File: src/rtl/ioctl_loader_pkg.sv
// Shared types and width helpers for the ioctl stream loader.
package ioctl_loader_pkg;

  typedef enum logic [1:0] {
    IDLE  = 2'd0,
    LOAD  = 2'd1,
    FLUSH = 2'd2,
    HOLD  = 2'd3
  } state_t;

  localparam int DEF_IN_W         = 16;
  localparam int DEF_OUT_W        = 32;
  localparam int DEF_ADDR_W       = 25;
  localparam int DEF_NUM_REGIONS  = 2;
  localparam int DEF_FIFO_DEPTH   = 4;
  localparam int DEF_RESET_CYCLES = 255;

  // Index width that never collapses to zero bits.
  function automatic int clog2_min1(input int n);
    return (n < 2) ? 1 : $clog2(n);
  endfunction

endpackage

File: src/rtl/sync_fifo.sv
// Synchronous FIFO with a two-slot push port, so a partial word and a fresh
// full word can both be written in the same cycle.
module sync_fifo #(
  parameter int WIDTH = 8,
  parameter int DEPTH = 4
) (
  input  logic                       i_clk,
  input  logic                       i_rst_n,
  input  logic [1:0]                 i_push_n,
  input  logic [WIDTH-1:0]           i_din0,
  input  logic [WIDTH-1:0]           i_din1,
  input  logic                       i_pop,
  output logic [WIDTH-1:0]           o_dout,
  output logic [$clog2(DEPTH+1)-1:0] o_count
);

  localparam int AW = $clog2(DEPTH);
  localparam int CW = $clog2(DEPTH+1);

  logic [WIDTH-1:0] r_mem [DEPTH];
  logic [AW-1:0]    r_wptr;
  logic [AW-1:0]    r_rptr;
  logic [CW-1:0]    r_count;

  logic          w_pop;
  logic          w_acc0;
  logic          w_acc1;
  logic [AW-1:0] w_wptr1;
  int            w_space;

  always_comb begin
    w_pop   = i_pop && (r_count != '0);
    w_space = DEPTH - int'(r_count) + (w_pop ? 1 : 0);
    // Anything beyond the free space is dropped rather than corrupting state.
    w_acc0  = (i_push_n != 2'd0) && (w_space >= 1);
    w_acc1  = (i_push_n == 2'd2) && (w_space >= 2);
    w_wptr1 = r_wptr + AW'(1);
  end

  always_ff @(posedge i_clk) begin
    if (w_acc0) r_mem[r_wptr]  <= i_din0;
    if (w_acc1) r_mem[w_wptr1] <= i_din1;
  end

  always_ff @(posedge i_clk or negedge i_rst_n) begin
    if (!i_rst_n) begin
      r_wptr  <= '0;
      r_rptr  <= '0;
      r_count <= '0;
    end else begin
      r_wptr  <= r_wptr + AW'(w_acc0) + AW'(w_acc1);
      r_rptr  <= r_rptr + AW'(w_pop);
      r_count <= r_count + CW'(w_acc0) + CW'(w_acc1) - CW'(w_pop);
    end
  end

  assign o_dout  = r_mem[r_rptr];
  assign o_count = r_count;

`ifndef SYNTHESIS
  a_no_overflow: assert property (@(posedge i_clk) disable iff (!i_rst_n)
    int'(i_push_n) <= w_space)
    else $error("sync_fifo: write while full, word dropped");
`endif

endmodule

File: src/rtl/ioctl_stream_loader.sv
// Packs the HPS ioctl download stream into wide memory words per region,
// buffers them toward memory and holds the core in reset around downloads.
module ioctl_stream_loader
  import ioctl_loader_pkg::*;
#(
  parameter int IN_W         = DEF_IN_W,
  parameter int OUT_W        = DEF_OUT_W,
  parameter int ADDR_W       = DEF_ADDR_W,
  parameter int NUM_REGIONS  = DEF_NUM_REGIONS,
  parameter int FIFO_DEPTH   = DEF_FIFO_DEPTH,
  parameter int RESET_CYCLES = DEF_RESET_CYCLES
) (
  input  logic                                 clk_sys,
  input  logic                                 reset_n,
  input  logic                                 ioctl_download,
  input  logic [7:0]                           ioctl_index,
  input  logic                                 ioctl_wr,
  input  logic [ADDR_W-1:0]                    ioctl_addr,
  input  logic [IN_W-1:0]                      ioctl_dout,
  output logic                                 ioctl_wait,
  output logic                                 mem_wr,
  input  logic                                 mem_ready,
  output logic [clog2_min1(NUM_REGIONS)-1:0]   mem_region,
  output logic [ADDR_W-$clog2(OUT_W/8)-1:0]    mem_addr,
  output logic [OUT_W-1:0]                     mem_data,
  output logic [OUT_W/8-1:0]                   mem_be,
  output logic                                 download_reset,
  output logic                                 busy
);

  localparam int RATIO   = OUT_W / IN_W;
  localparam int BE_W    = OUT_W / 8;
  localparam int LANE_BE = IN_W / 8;
  localparam int LO      = $clog2(BE_W);
  localparam int IN_LO   = $clog2(LANE_BE);
  localparam int LANE_W  = LO - IN_LO;
  localparam int LANE_WS = (LANE_W > 0) ? LANE_W : 1;
  localparam int REG_W   = clog2_min1(NUM_REGIONS);
  localparam int WADDR_W = ADDR_W - LO;
  localparam int CNT_W   = $clog2(FIFO_DEPTH+1);
  localparam int RST_W   = $clog2(RESET_CYCLES+1);

  typedef struct packed {
    logic [REG_W-1:0]   region;
    logic [WADDR_W-1:0] addr;
    logic [OUT_W-1:0]   data;
    logic [BE_W-1:0]    be;
  } loader_entry_t;

  state_t             r_state;
  logic [RST_W-1:0]   r_rst_cnt;
  logic               r_dlrst;
  logic               r_busy;
  logic               r_wait;
  logic               r_dl_prev;
  logic [REG_W-1:0]   r_region;
  logic               r_region_ok;
  logic [OUT_W-1:0]   r_acc_data;
  logic [BE_W-1:0]    r_acc_be;
  logic [WADDR_W-1:0] r_acc_addr;

  logic [LANE_WS-1:0] w_lane;
  logic [WADDR_W-1:0] w_waddr;
  logic [REG_W-1:0]   w_idx_region;
  logic [REG_W-1:0]   w_region;
  logic               w_wr, w_rise, w_fall, w_acc_vld, w_diff, w_last, w_pop;
  logic [OUT_W-1:0]   w_new_data;
  logic [BE_W-1:0]    w_new_be;
  logic [1:0]         w_push_n;
  loader_entry_t      w_slot0, w_slot1, w_old, w_fresh, w_head;
  logic [CNT_W-1:0]   w_count;
  int                 w_cnt_next;

  generate
    if (LANE_W > 0) begin : g_lane
      assign w_lane = ioctl_addr[LO-1:IN_LO];
    end else begin : g_no_lane
      assign w_lane = '0;
    end
    if (IN_LO > 0) begin : g_lsb
      logic w_unused_lsb;
      assign w_unused_lsb = ^ioctl_addr[IN_LO-1:0];
    end
  endgenerate

  assign w_waddr   = ioctl_addr[ADDR_W-1:LO];
  assign w_wr      = ioctl_wr && ioctl_download;
  assign w_rise    = ioctl_download && !r_dl_prev;
  assign w_fall    = r_dl_prev && !ioctl_download;
  assign w_acc_vld = |r_acc_be;
  assign w_diff    = w_acc_vld && (w_waddr != r_acc_addr);
  assign w_last    = (w_lane == LANE_WS'(RATIO-1));
  assign w_region  = (r_region_ok && !w_rise) ? r_region : w_idx_region;

  always_comb begin
    if (int'(ioctl_index) >= NUM_REGIONS) w_idx_region = REG_W'(NUM_REGIONS-1);
    else                                  w_idx_region = ioctl_index[REG_W-1:0];
  end

  // A write to a new word (or into an empty accumulator) starts from zero.
  always_comb begin
    w_new_data = (w_diff || !w_acc_vld) ? '0 : r_acc_data;
    w_new_be   = (w_diff || !w_acc_vld) ? '0 : r_acc_be;
    for (int l = 0; l < RATIO; l++) begin
      if (w_lane == LANE_WS'(l)) begin
        w_new_data[l*IN_W +: IN_W]     = ioctl_dout;
        w_new_be[l*LANE_BE +: LANE_BE] = '1;
      end
    end
  end

  always_comb begin
    w_old.region   = w_region;
    w_old.addr     = r_acc_addr;
    w_old.data     = r_acc_data;
    w_old.be       = r_acc_be;
    w_fresh.region = w_region;
    w_fresh.addr   = w_waddr;
    w_fresh.data   = w_new_data;
    w_fresh.be     = w_new_be;
    w_push_n = 2'd0;
    w_slot0  = '0;
    w_slot1  = '0;
    if (w_wr) begin
      if (w_diff) begin
        w_slot0 = w_old;
        if (w_last) begin
          w_slot1  = w_fresh;
          w_push_n = 2'd2;
        end else begin
          w_push_n = 2'd1;
        end
      end else if (w_last) begin
        w_slot0  = w_fresh;
        w_push_n = 2'd1;
      end
    end else if (w_fall && w_acc_vld) begin
      w_slot0  = w_old;
      w_push_n = 2'd1;
    end
  end

  assign w_pop = mem_ready && (w_count != '0);

  always_comb begin
    w_cnt_next = int'(w_count) + int'(w_push_n) - (w_pop ? 1 : 0);
  end

  sync_fifo #(
    .WIDTH ($bits(loader_entry_t)),
    .DEPTH (FIFO_DEPTH)
  ) u_fifo (
    .i_clk    (clk_sys),
    .i_rst_n  (reset_n),
    .i_push_n (w_push_n),
    .i_din0   (w_slot0),
    .i_din1   (w_slot1),
    .i_pop    (w_pop),
    .o_dout   (w_head),
    .o_count  (w_count)
  );

  always_ff @(posedge clk_sys) begin
    if (w_wr) begin
      r_acc_data <= w_new_data;
      r_acc_addr <= w_waddr;
    end
  end

  always_ff @(posedge clk_sys or negedge reset_n) begin
    if (!reset_n) begin
      r_acc_be    <= '0;
      r_region    <= '0;
      r_region_ok <= 1'b0;
      r_dl_prev   <= 1'b0;
      r_wait      <= 1'b0;
    end else begin
      r_dl_prev <= ioctl_download;
      r_wait    <= (w_cnt_next >= FIFO_DEPTH-1);
      if (w_wr)        r_acc_be <= w_last ? '0 : w_new_be;
      else if (w_fall) r_acc_be <= '0;
      if (w_wr && (!r_region_ok || w_rise)) begin
        r_region    <= w_idx_region;
        r_region_ok <= 1'b1;
      end else if (w_rise) begin
        r_region_ok <= 1'b0;
      end
    end
  end

  always_ff @(posedge clk_sys or negedge reset_n) begin
    if (!reset_n) begin
      r_state   <= IDLE;
      r_rst_cnt <= '0;
      r_dlrst   <= 1'b1;
      r_busy    <= 1'b0;
    end else begin
      case (r_state)
        IDLE: begin
          r_dlrst <= w_rise;
          r_busy  <= w_rise;
          if (w_rise) r_state <= LOAD;
        end
        LOAD: begin
          if (w_fall) r_state <= FLUSH;
        end
        FLUSH: begin
          if (w_rise) begin
            r_state <= LOAD;
          end else if (w_cnt_next == 0) begin
            r_state   <= HOLD;
            r_rst_cnt <= RST_W'(RESET_CYCLES);
          end
        end
        HOLD: begin
          r_rst_cnt <= r_rst_cnt - RST_W'(1);
          if (w_rise) begin
            r_state <= LOAD;
          end else if (r_rst_cnt <= RST_W'(1)) begin
            r_state <= IDLE;
            r_dlrst <= 1'b0;
            r_busy  <= 1'b0;
          end
        end
        default: r_state <= IDLE;
      endcase
    end
  end

  assign ioctl_wait     = r_wait;
  assign download_reset = r_dlrst;
  assign busy           = r_busy;
  assign mem_wr         = (w_count != '0);
  assign mem_region     = mem_wr ? w_head.region : '0;
  assign mem_addr       = mem_wr ? w_head.addr   : '0;
  assign mem_data       = mem_wr ? w_head.data   : '0;
  assign mem_be         = mem_wr ? w_head.be     : '0;

endmodule

File: config.mk
export PLATFORM = sky130hd
export DESIGN_NAME = ioctl_stream_loader
export DESIGN_NICKNAME = d
export VERILOG_FILES = /design/src/rtl/ioctl_loader_pkg.sv /design/src/rtl/sync_fifo.sv /design/src/rtl/ioctl_stream_loader.sv
export SDC_FILE = /design/constraint.sdc
export NUM_CORES = 1
export LEC_CHECK = 0
export ABC_CLOCK_PERIOD_IN_PS = 10500
export CELL_PAD_IN_SITES_DETAIL_PLACEMENT = 1
export CELL_PAD_IN_SITES_GLOBAL_PLACEMENT = 2
export CORE_MARGIN = 2
export CORE_UTILIZATION = 42
export CTS_CLUSTER_SIZE = 20
export DETAILED_ROUTE_END_ITERATION = 10
export PLACE_DENSITY = 0.79
export SLEW_MARGIN = 20
export SYNTH_ARGS = -nofsm -noshare
export SYNTH_HDL_FRONTEND = slang
export SYNTH_SLANG_ARGS = --single-unit
File: constraint.sdc
create_clock -name clk_sys -period 10.5 [get_ports clk_sys]
set_input_delay 1.05 -clock clk_sys [delete_from_list [all_inputs] [get_ports clk_sys]]
set_output_delay 1.05 -clock clk_sys [all_outputs]
set_load 0.05 [all_outputs]
==> run_results.csv <==
group,metric,value,unit
status,status,"finished clean",
timing,worst_clock_skew,0.0225,ns
clock_tree,clkLatencyLatePin,0.51,ns
clock_tree,holdBufCountCts,0,
synthesis,synth_warnings,0,
timing,tightestPinTransition,1.04,ns
clock_tree,cts.sinks,317,
worst_setup_path,crit_fanout,9,
worst_setup_path,end_kind,"flip-flop",
timing,fmax,173,MHz
global_routing,overflow,0,
route,vias_per_cell,6.12,
route,wl_per_cell,25.7,microns
route,vias,10469,
timing,setup-violations-final,0,
synthesis,avgSynthCellArea,13.8,sq um
place,routabilityCongestion,0.791,
clock_tree,cts_resized,0,
floorplan,pin_count,118,
power_and_ir_drop,power,4830,uW
timing,drv_slew,0,
floorplan,start_util,42.5,%
timing,post-route-min-period,5.77,ns
timing,slew_headroom,30.8,%
floorplan,die_area,38400,sq um
final_layout,drive_gt1_share,15.8,%
synthesis,synth-edff-count,291,
floorplan,dieWidth,196,microns
clock_tree,cts_tree,"built",
clock_tree,root_buffer,"clkbuf_16",
synthesis,ys_seq_area_share,60.6,%
place,hpwlAfterDp,25200,microns
worst_hold_path,hold_path_class,"reg2reg",
clock_tree,postCtsSetupRepairBufs,0,
synthesis,syn_area,15500,sq um
clock_tree,cts_made_buffers,35,
global_routing,antenna_found_initial,0,
timing,grt_setup_unrepaired,"false",
worst_setup_path,crit_required,10.86,ns
route,dr.pass1.iters,5,
timing,final_hold_viol_count,0,
clock_tree,clk_path_buf_depth,3,
clock_tree,htree_levels,2,
timing,fin_crit_sh,54.9,%
synthesis,synthesis.nets,1204,
synthesis,synthCells,1125,
timing,fin_setup_tns,0,ns
route,antenna_left,0,
synthesis,synth_top_cell_by_area,"edfxtp_1",
place,portBuffers,116,
global_routing,grt_use_total,23.0,%
job,cap_viol_max_count,0,
floorplan,floorplan.rows,70,
worst_setup_path,critPathLaunchType,"primary input",
synthesis,synth_ff_type,"edfxtp_1",
power_and_ir_drop,leakage,0.00608,uW
floorplan,die_h,196,microns
synthesis,synth_area_leaders,"edfxtp_1 56%, mux4_2 8.6%, o22ai_1 5.1%, dfrtp_1 4.0%, nand2_1 2.9%",
final_layout,final_core_util,49.8,%
clock_tree,clk_pin_slew,0.06,ns
floorplan,core,36400,sq um
power_and_ir_drop,powerDensity,266,nW/um^2
global_routing,grt_pass1_wl,66900,microns
final_layout,syn_to_final_growth,17.0,%
worst_setup_path,critPathArrivalTime,6.12,ns
route,routed_wl,44000,microns
final_layout,diodes,0,
synthesis,yosysUniqueCellTypes,60,
synthesis,ys_ff_latch,317,
route,initialDrtViolationCount,775,
global_routing,grt_pass1_vias,11124,
worst_setup_path,crit_type,"in2reg",
power_and_ir_drop,irDropWorstVdd,192,uV
synthesis,synth_top_area_share,56.4,%
route,drc,0,
synthesis,synthArstFlopShare,8.20,%
global_routing,grt_max_degree,68,
final_layout,nets,1299,
==> stage by stage <==
stage          hold WS (ns)  area, sq um  instances  worst slack (ns)
2_1_floorplan         0.477        15500       1125              2.66
3_3_place_gp          0.482        17100       1651              4.26
3_5_place_dp          0.480        17100       1651              4.20
4_1_cts               0.503        18100       1710              4.70
5_1_grt               0.520        18100       1710              4.42
6_report              0.495        18100       1710              4.73
==> final timing paths <==
path,startpoint,endpoint,slack (ns),cells after the start
max,ioctl_addr[23],r_rst_cnt[5],4.73,17
min,busy,busy,0.49,1
max reg2reg,u_fifo.o_count[0],u_fifo.o_count[2],4.81,17
min reg2reg,busy,busy,0.49,1
max in group asynchronous,reset_n,u_fifo.r_rptr[0],9.25,2
min in group asynchronous,reset_n,u_fifo.r_wptr[0],0.93,2
==> sequential cells by signal (all words and copies together) (netlist names) <==
name,count
u_fifo.r_mem,236
r_acc_data,32
r_acc_addr,23
r_rst_cnt,8
r_acc_be,3
u_fifo.o_count,3
r_state,2
u_fifo.r_rptr,2
u_fifo.r_wptr,2
busy,1
download_reset,1
ioctl_wait,1
r_dl_prev,1
r_region,1
r_region_ok,1
==> cell usage after synthesis (7+ instances only) <==
library cell / n
nor3_1: 69
nand2_1: 119
ha_1: 21
edfxtp_1: 291
nand3_1: 20
a21oi_1: 14
and2_1: 62
buf_6: 11
xor2_1: 8
inv_1: 16
o22ai_2: 30
nand4_1: 7
a22o_1: 33
nor2_1: 24
o22ai_1: 126
clkbuf_1: 42
xnor2_1: 28
o21ai_0: 13
buf_2: 26
dfrtp_1: 25
mux4_2: 59
==> critical path, cell delays in order <==
cell	delay, ns
clkdlybuf4s50_1	0.48
xnor2_1	0.36
nand4_1	0.24
nor4_4	0.66
a21oi_4	0.26
ha_1	0.43
a21oi_1	0.10
ha_1	0.28
inv_1	0.04
ha_1	0.19
fa_1	0.43
or3_1	0.38
a2111oi_2	0.58
and4_1	0.28
a21oi_1	0.08
xor2_1	0.16
o21ai_0	0.10
==> power breakdown <==
group	internal (uW)	switching [uW]	total [uW]
logic	777	1270	2050
registers	1540	125	1660
clock network	634	486	1120
total	2950	1880	4830
==> area by class of cell <==
type,instances,area (sq um)
fillers,3639,18300
flip-flops and latches,317,9400
multi-input cells,703,5700
repair buffers,144,1370
clock buffers,43,906
well taps,468,586
clock inverters,16,97.6
inverters,19,73.8
==> cell families after synthesis <==
logic type               share of synthesized area, %
multiplexers                                     8.85
adder cells (fa/ha/maj)                          2.21
AO/OA/AOI/OAI                                    11.9
flip-flops                                       60.6
AND/OR/NAND/NOR                                  11.0
XOR/XNOR                                         2.04
buffers and inverters                            3.38
==> cell usage in the layout, fill, tap and decap left out, types with 7 or more instances in the layout <==
master | netlist | routed
edfxtp_1 | 291 | 291
o22ai_1 | 126 | 126
nand2_1 | 119 | 119
clkdlybuf4s50_1 | 0 | 116
nor3_1 | 69 | 69
and2_1 | 62 | 62
mux4_2 | 59 | 59
clkbuf_16 | 0 | 35
a22o_1 | 33 | 33
o22ai_2 | 30 | 30
buf_4 | 3 | 28
xnor2_1 | 28 | 24
dfrtp_1 | 25 | 23
nor2_1 | 24 | 21
ha_1 | 21 | 21
nand3_1 | 20 | 20
inv_1 | 16 | 15
o21ai_0 | 13 | 13
a21oi_1 | 14 | 12
clkinv_1 | 2 | 11
xor2_1 | 8 | 8
clkbuf_1 | 42 | 8
nand4_1 | 7 | 7
==> routing by layer <==
metal | vias to the layer above | track usage (%) | wire, microns
li1 | 4610 | - | -
met1 | 5415 | 31.0 | 18500
met2 | 380 | 39.3 | 22000
met3 | 64 | 3.34 | 2630
met4 | 0 | 6.14 | 827
met5 | - | 0 | 0
(Power assumes the default switching activity.)
==> RTL change (same flow settings) <==
Reset style: synchronous (`i_rst_n` and `reset_n`), changed in 3 clocked blocks.
--- a/src/rtl/sync_fifo.sv
+++ b/src/rtl/sync_fifo.sv
@@ -43,5 +43,5 @@
   end
 
-  always_ff @(posedge i_clk or negedge i_rst_n) begin
+  always_ff @(posedge i_clk) begin
     if (!i_rst_n) begin
       r_wptr  <= '0;
--- a/src/rtl/ioctl_stream_loader.sv
+++ b/src/rtl/ioctl_stream_loader.sv
@@ -168,5 +168,5 @@
   end
 
-  always_ff @(posedge clk_sys or negedge reset_n) begin
+  always_ff @(posedge clk_sys) begin
     if (!reset_n) begin
       r_acc_be    <= '0;
@@ -189,5 +189,5 @@
   end
 
-  always_ff @(posedge clk_sys or negedge reset_n) begin
+  always_ff @(posedge clk_sys) begin
     if (!reset_n) begin
       r_state   <= IDLE;
Function: differs if reset_n is asserted again (counterexample within 4 cycles, from zero or initial values and one cycle with reset_n low); with reset_n held inactive, the same outputs for 4 cycles.
==> RTL change against the original RTL <==
- maximum frequency is 3.6% lower
- synthesized area shrank 1.2%
- worst setup slack worse by 0.22 ns
- sequential power decreased by 8%
- wire length up 0.98%
- total power down 10%
- sequential cell count unchanged
- design area shrank 0.57%
- first-iteration DRC count is 8.5% higher
- largest power group unchanged
==> RTL change: results <==
group,metric,value,unit
outcome,outcome,"completed",
timing,min_period_over_period,57.0,%
cells_and_area,fillers,3583,
synthesis,ys_top_cells_by_count,"edfxtp_1, o22ai_1, nand2_1, nor2_1, and2_1",
power,switching_share,36.6,%
global_route,use_met3,3.05,%
place,dpl_cell_area,16900,um^2
critical_path,reg2reg_slack,4.99,ns
detailed_routing,drt-met1-wl,18700,um
critical_path,crit_fanout,6,
detailed_routing,viasPerCell,6.10,
detailed_routing,met3WireLength,2890,um
clock_tree,cts_buffers,37,
critical_path,cp_top_family,"compound AO/OA/AOI/OAI gates",
global_route,grt_pass1_wl,67300,um
place,hpwl,26200,um
global_route,grt_pass1_vias,11100,
synthesis,synthArstFlopShare,0,%
timing,skew,0.0197,ns
critical_path,rr_worst_depth,18,
power,vdd_drop_max,0.133,mV
cells_and_area,nets,1324,
min_path,hp-start,"busy",
synthesis,synthTopCellsByArea,"edfxtp_1, mux4_2, o22ai_1",
critical_path,r2r_start,"u_fifo.o_count[0]",
critical_path,critical_path.max_stage_delay,0.56,ns
synthesis,yosysUniqueCellTypes,67,
critical_path,arrival,6.37,ns
critical_path,cp-startpoint,"ioctl_addr[2]",
power,power_leakage,5.88,nW
critical_path,r2r_end,"u_fifo.o_count[2]",
synthesis,syn-num-nets,1227,
synthesis,ys_seq_area_share,60.5,%
synthesis,netlist_instances,1144,
cells_and_area,fin_cells,1731,
min_path,min_delay_path_depth,2,
critical_path,cp_slowest_cell,"nor4_2",
global_route,met1_usage,31.7,%
power,combPwrFrac,36.6,%
[RTL change: final cells by class]
class | count | area, um^2 | area share, %
Sequential cell | 317 | 9260 | 51.4
Multi-Input combinational cell | 724 | 5620 | 31.2
Timing Repair Buffer | 138 | 1330 | 7.36
Clock buffer | 48 | 977 | 5.42
Tap cell | 461 | 577 | 3.20
Clock inverter | 20 | 179 | 0.993
Inverter | 23 | 86.3 | 0.479
[RTL change: cells by family after synthesis]
kind of cell | Yosys count | share of synthesized area, %
AND/OR/NAND/NOR | 336 | 10.8
flip-flops | 317 | 60.5
AO/OA/AOI/OAI | 264 | 11.6
buffers and inverters | 103 | 3.60
multiplexers | 60 | 8.75
XOR/XNOR | 35 | 2.15
adder cells (fa/ha/maj) | 29 | 2.57
[RTL change: per-stage QoR]
step	hold slack, ns	total power, W
detailed placement	0.490	0.00313
CTS	0.502	0.00437
global placement	0.478	0.00311
global route	0.521	0.00450
finish	0.495	0.00433
floorplan	0.455	0.00263
